**config.mk**
```make
export PLATFORM = sky130hd
export DESIGN_NAME = fetch_stage
export DESIGN_NICKNAME = d
export VERILOG_FILES = /design/src/rtl/arm_pkg.sv /design/src/rtl/if_id_register.sv /design/src/rtl/fetch_stage.sv
export SDC_FILE = /design/constraint.sdc
export NUM_CORES = 1
export LEC_CHECK = 0
export BUFFER_PORTS_ARGS = -buffer_cell sky130_fd_sc_hd__buf_2
export CAP_MARGIN = 40
export CORE_MARGIN = 5
export CORE_UTILIZATION = 50
export CTS_BUF_LIST = sky130_fd_sc_hd__clkbuf_4 sky130_fd_sc_hd__clkbuf_8 sky130_fd_sc_hd__clkbuf_16
export DETAILED_ROUTE_END_ITERATION = 6
export PLACE_DENSITY = 0.82
export SETUP_SLACK_MARGIN = 0.3
export SLEW_MARGIN = 20
export SYNTH_ARGS = -nofsm -noshare
export SYNTH_HDL_FRONTEND = slang
export SYNTH_SLANG_ARGS = --single-unit
```
**constraint.sdc**
```tcl
create_clock -name clk -period 2.4 [get_ports clk]
set_clock_uncertainty 0.2 [all_clocks]
set_input_delay 0.24 -clock clk [delete_from_list [all_inputs] [get_ports clk]]
set_output_delay 0.24 -clock clk [all_outputs]
set_load 0.05 [all_outputs]
```
**src/rtl/arm_pkg.sv**
```systemverilog
// Shared ARM pipeline definitions: word width, bubble word, reset PC and the IF/ID record.
// Used by fetch_stage and if_id_register.
package arm_pkg;

    localparam int          WORD_W    = 32;
    localparam logic [31:0] INSTR_NOP = 32'h0000_0000;
    localparam logic [31:0] PC_RESET  = 32'h0000_0000;

    typedef struct packed {
        logic [WORD_W-1:0] pc;
        logic [WORD_W-1:0] instruction;
        logic              valid;
    } if_id_t;

    localparam if_id_t IF_ID_BUBBLE = '{pc: '0, instruction: INSTR_NOP, valid: 1'b0};

    // Branch targets are word addresses; the two byte-offset bits are dropped.
    function automatic logic [WORD_W-1:0] word_align(input logic [WORD_W-1:0] addr);
        return addr & ~32'd3;
    endfunction

endpackage

```
**src/rtl/if_id_register.sv**
```systemverilog
// IF/ID pipeline register. Priority: rst > flush > freeze > load.
module if_id_register
    import arm_pkg::*;
(
    input  logic   clk,
    input  logic   rst,
    input  logic   flush,
    input  logic   freeze,
    input  if_id_t load_data,
    output if_id_t q
);

    always_ff @(posedge clk) begin
        if (rst) begin
            q <= IF_ID_BUBBLE;
        end else if (flush) begin
            q <= IF_ID_BUBBLE;
        end else if (!freeze) begin
            q <= load_data;
        end
    end

endmodule

```
**src/rtl/fetch_stage.sv**
```systemverilog
// Instruction fetch stage: PC register, next-PC mux and IF/ID register.
// Optional perf counters (fetch_count, flush_count) under IF_PERF_COUNTERS_EN.
module fetch_stage
    import arm_pkg::*;
#(
    parameter logic [31:0] RESET_PC = PC_RESET,
    parameter int unsigned PC_STEP  = 4
) (
    input  logic        clk,
    input  logic        rst,
    input  logic        freeze,
    input  logic        branch_taken,
    input  logic [31:0] branch_address,
    output logic [31:0] imem_addr,
    input  logic [31:0] imem_instruction,
    output logic [31:0] if_id_pc,
    output logic [31:0] if_id_instruction,
    output logic        if_id_valid
`ifdef IF_PERF_COUNTERS_EN
    ,
    output logic [31:0] fetch_count,
    output logic [31:0] flush_count
`endif
);

    localparam logic [31:0] STEP = 32'(PC_STEP);

    logic [31:0] pc;
    logic [31:0] pc_next;
    logic [31:0] pc_plus_step;
    if_id_t      if_id_load;
    if_id_t      if_id_q;

    assign pc_plus_step = pc + STEP;
    assign imem_addr    = pc;

    // A branch overrides a freeze; a frozen PC keeps re-reading the same word.
    always_comb begin
        pc_next = pc_plus_step;
        if (branch_taken) begin
            pc_next = word_align(branch_address);
        end else if (freeze) begin
            pc_next = pc;
        end
    end

    always_ff @(posedge clk) begin
        if (rst) begin
            pc <= RESET_PC;
        end else begin
            pc <= pc_next;
        end
    end

    always_comb begin
        if_id_load             = IF_ID_BUBBLE;
        if_id_load.pc          = pc_plus_step;
        if_id_load.instruction = imem_instruction;
        if_id_load.valid       = 1'b1;
    end

    if_id_register u_if_id (
        .clk       (clk),
        .rst       (rst),
        .flush     (branch_taken),
        .freeze    (freeze),
        .load_data (if_id_load),
        .q         (if_id_q)
    );

    assign if_id_pc          = if_id_q.pc;
    assign if_id_instruction = if_id_q.instruction;
    assign if_id_valid       = if_id_q.valid;

`ifdef IF_PERF_COUNTERS_EN
    // Counts mirror the IF/ID priority: a flush edge is never also a fetch edge.
    always_ff @(posedge clk) begin
        if (rst) begin
            fetch_count <= '0;
            flush_count <= '0;
        end else if (branch_taken) begin
            flush_count <= flush_count + 32'd1;
        end else if (!freeze) begin
            fetch_count <= fetch_count + 32'd1;
        end
    end
`endif

endmodule

```
==> flow_summary.json <==
{
  "status": "completed",
  "clkSinkCount": 93,
  "ant_nets": 0,
  "fp.dieH_um": 106.3,
  "syn-instance-count": 550,
  "p_total_mw": 3.540,
  "fp.coreArea_um2": 9153,
  "clk_latency_ns": 0.36,
  "worstReg2RegStart": "imem_addr[12]",
  "seq_area_frac_synth": 0.4014,
  "h-tree-depth": 3,
  "whs_path_depth": 3,
  "worst_r2r_endpoint": "imem_addr[20]",
  "critical_path.top_delay_family": "simple AND/OR/NAND/NOR gates",
  "tns_ns": 0,
  "grt_util_all_layers": 0.2772,
  "grt_busiest_layer": "met2",
  "row_count": 35,
  "drc": 0,
  "cts_max_path_buffers": 2,
  "synthFlopType": "dfxtp_1",
  "slowest_stage": "or4_1",
  "path_buf_inv": 0,
  "synth-seq-cells": 93,
  "p_sw_frac": 0.3326,
  "cp_cell_sequence": "nand4_1 > or2_1 > or4_1 > a311oi_1",
  "holdCritPathClass": "in2reg",
  "syn_to_final_growth_pct": 36.55,
  "drv_cap": 0,
  "cellPowerDensity_nw_per_um2": 559.0,
  "finalHoldViolCount": 0,
  "p_clk_frac": 0.298,
  "cts_tree": "built",
  "syn_area_um2": 4638,
  "required_ns": 2.45,
  "path_class": "reg2reg",
  "finalSetupViolCount": 0,
  "reg2reg_depth": 4,
  "rrSetupSlack_ns": 0.35,
  "n_fill_cell": 715,
  "start_kind": "flip-flop",
  "wl_per_cell_um": 18.62,
  "seq_power_share": 0.485,
  "crit_path_end_kind": "flip-flop",
  "grt_pass1_vias": 5118,
  "routed_via_density": 6.055,
  "overflow": 0,
  "maxSlewHeadroom": 0.6283,
  "initial_utilization": 0.5068,
  "drt_iter0_drc": 435,
  "synth_edf_count": 0,
  "min_period_over_period": 0.8562,
  "syn_area_per_cell_um2": 8.433,
  "place.gp.congestion": 0.8981,
  "ioPinCount": 165,
  "num_vias": 5213,
  "min_from": "branch_address[21]",
  "rsz0062_at_grt": "no",
  "antennaDiodeCount": 0,
  "antenna_found_initial": 0,
  "final_nets": 814,
  "grt_first_pass_wirelength_mm": 25.41,
  "critPathArrivalTime_ns": 2.11,
  "yosys_warnings": 0,
  "clk_pin_slew_ns": 0.10,
  "design_area_um2": 6334,
  "root_buffer": "clkbuf_8",
  "slew_violations": 0,
  "met3_usage": 0.06861,
  "postRouteWirelength_mm": 16.04,
  "hold_end": "imem_addr[21]",
  "internal-power_mw": 2.363,
  "pwr-share-comb": 0.217,
  "die_area_um2": 11300,
  "p_leak_nw": 2.734,
  "die_w_um": 106.3,
  "power_switching_mw": 1.177,
  "hpwlAfterDp_mm": 10.36,
  "grt_use_met2": 0.4498,
  "tightest_slew_ns": 0.5555,
  "drive_gt1_frac": 0.3133,
  "port_buffers": 158,
  "use_met1": 0.3467,
  "detail_route.first_pass.iterations": 5,
  "dpl_cell_area_um2": 5512,
  "synth_cell_type_count": 53,
  "synthArstFlopShare": 0,
  "cts_buffers": 9,
  "ir_drop_uv": 435.7,
  "crit_fanout": 7,
  "grt_max_degree": 43,
  "period_minus_slack_ns": 2.055,
  "max_freq_ghz": 0.4867,
  "cpPeakStageDelay_ns": 0.53
}
==> sequential cells by signal, indices dropped and copies added, names as in the netlist <==
register,cells
u_if_id.q,63
imem_addr,30
==> worst max-delay path by stage <==
stage | cells after the start | start | to | slack, ns
after floorplan | 5 | imem_addr[17] | imem_addr[21] | 0.30
after global placement | 4 | imem_addr[8] | imem_addr[26] | 0.29
after detailed placement | 4 | imem_addr[7] | imem_addr[19] | 0.19
after CTS | 4 | imem_addr[14] | imem_addr[19] | 0.32
after global routing | 4 | imem_addr[5] | imem_addr[21] | 0.28
final | 4 | imem_addr[12] | imem_addr[20] | 0.35
==> metal layers <==
layer | share of wire | wire length [µm]
met1 | 0.39 | 6233
met2 | 0.47 | 7520
met3 | 0.11 | 1690
met4 | 0.037 | 591
met5 | 0 | 0
==> through the flow <==
stage | hold slack [ns] | setup slack [ns] | instances | util
after floorplan | 0.1744 | 0.3012 | 553 | -
after global placement | 0.2322 | 0.2926 | 787 | 0.6022
after detailed placement | 0.2399 | 0.1933 | 787 | 0.6022
after CTS | 0.003407 | 0.3187 | 856 | 0.6830
after global routing | 0.03167 | 0.2796 | 861 | 0.6920
final | 0.01010 | 0.3452 | 861 | 0.6920
==> logic make-up after synthesis <==
| group | synth area share |
|---|---|
| xor+xnor | 0.03777 |
| fa+ha+maj | 0.002697 |
| buf+inv | 0.06420 |
| simple gates | 0.2487 |
| flops | 0.4014 |
| mux | 0.06906 |
| compound gates | 0.1753 |
| other cells | 0.0008085 |
==> power by group through the flow <==
stage	clock [mW]	combinational (mW)	sequential [mW]
global placement	0	0.669	1.74
detailed placement	0	0.682	1.74
CTS	1.06	0.748	1.71
floorplan	0	0.261	1.96
finish	1.06	0.768	1.72
global route	1.11	0.815	1.73
==> area by class of cell <==
class | count | area [µm²] | share of cell area
Tap cell | 111 | 138.9 | 0.02193
Multi-Input combinational cell | 399 | 2547 | 0.4022
Timing Repair Buffer | 233 | 1501 | 0.2371
Clock buffer | 12 | 170.2 | 0.02687
Inverter | 9 | 33.78 | 0.005334
Clock inverter | 4 | 30.03 | 0.004741
Sequential cell | 93 | 1912 | 0.3019
==> repair_timing <==
action | 4_1_cts | 5_1_grt
endpoints found under the setup margin | 10 | 12
buffers inserted | 0 | 3
gates resized for setup | 5 | 11
cloned | 1 | 0
endpoints found under the hold margin | 52 | 2
pin swaps | 1 | 1
hold buffers | 52 | 2
==> layout by cell type, fill, tap and decap left out, types with 18 or more instances in the layout <==
master / count
buf_2: 158
buf_4: 20
dfxtp_1: 69
dlygate4sd3_1: 54
mux2i_1: 32
nand2_1: 35
nand3_1: 20
nor2_1: 65
o21ai_0: 39
or4_1: 18
==> synthesized netlist by cell type, types with 2 or more instances <==
cell type	instances	area share
o31a_1	2	0.0038
a311oi_1	10	0.019
clkbuf_1	30	0.024
xor2_1	7	0.013
dfxtp_1	93	0.40
a21oi_1	16	0.017
mux2i_1	32	0.069
nor3_1	11	0.012
a31oi_1	14	0.019
a32oi_1	3	0.0057
nor2_1	65	0.053
a221oi_1	2	0.0038
a211oi_1	9	0.015
or2_1	2	0.0027
buf_4	5	0.0081
xnor2_1	13	0.025
nand2_1	35	0.028
or4_1	18	0.029
nor4_1	8	0.011
and2_1	4	0.0054
buf_6	4	0.0097
o211ai_1	3	0.0049
buf_2	13	0.014
o31ai_1	13	0.021
or3_1	10	0.013
nand2b_1	3	0.0040
o211a_1	2	0.0043
nand3_1	20	0.022
and3_1	12	0.016
o311ai_0	2	0.0038
nor2b_1	3	0.0040
and4_1	5	0.0094
o21ai_0	39	0.042
nand4_1	16	0.022
inv_1	8	0.0065
==> worst min-delay path: stages <==
cell and delay (ns):
buf_2 0.11, nor2_1 0.11, a2111oi_2 0.07
Note: power is estimated with default switching activity, not from simulation.
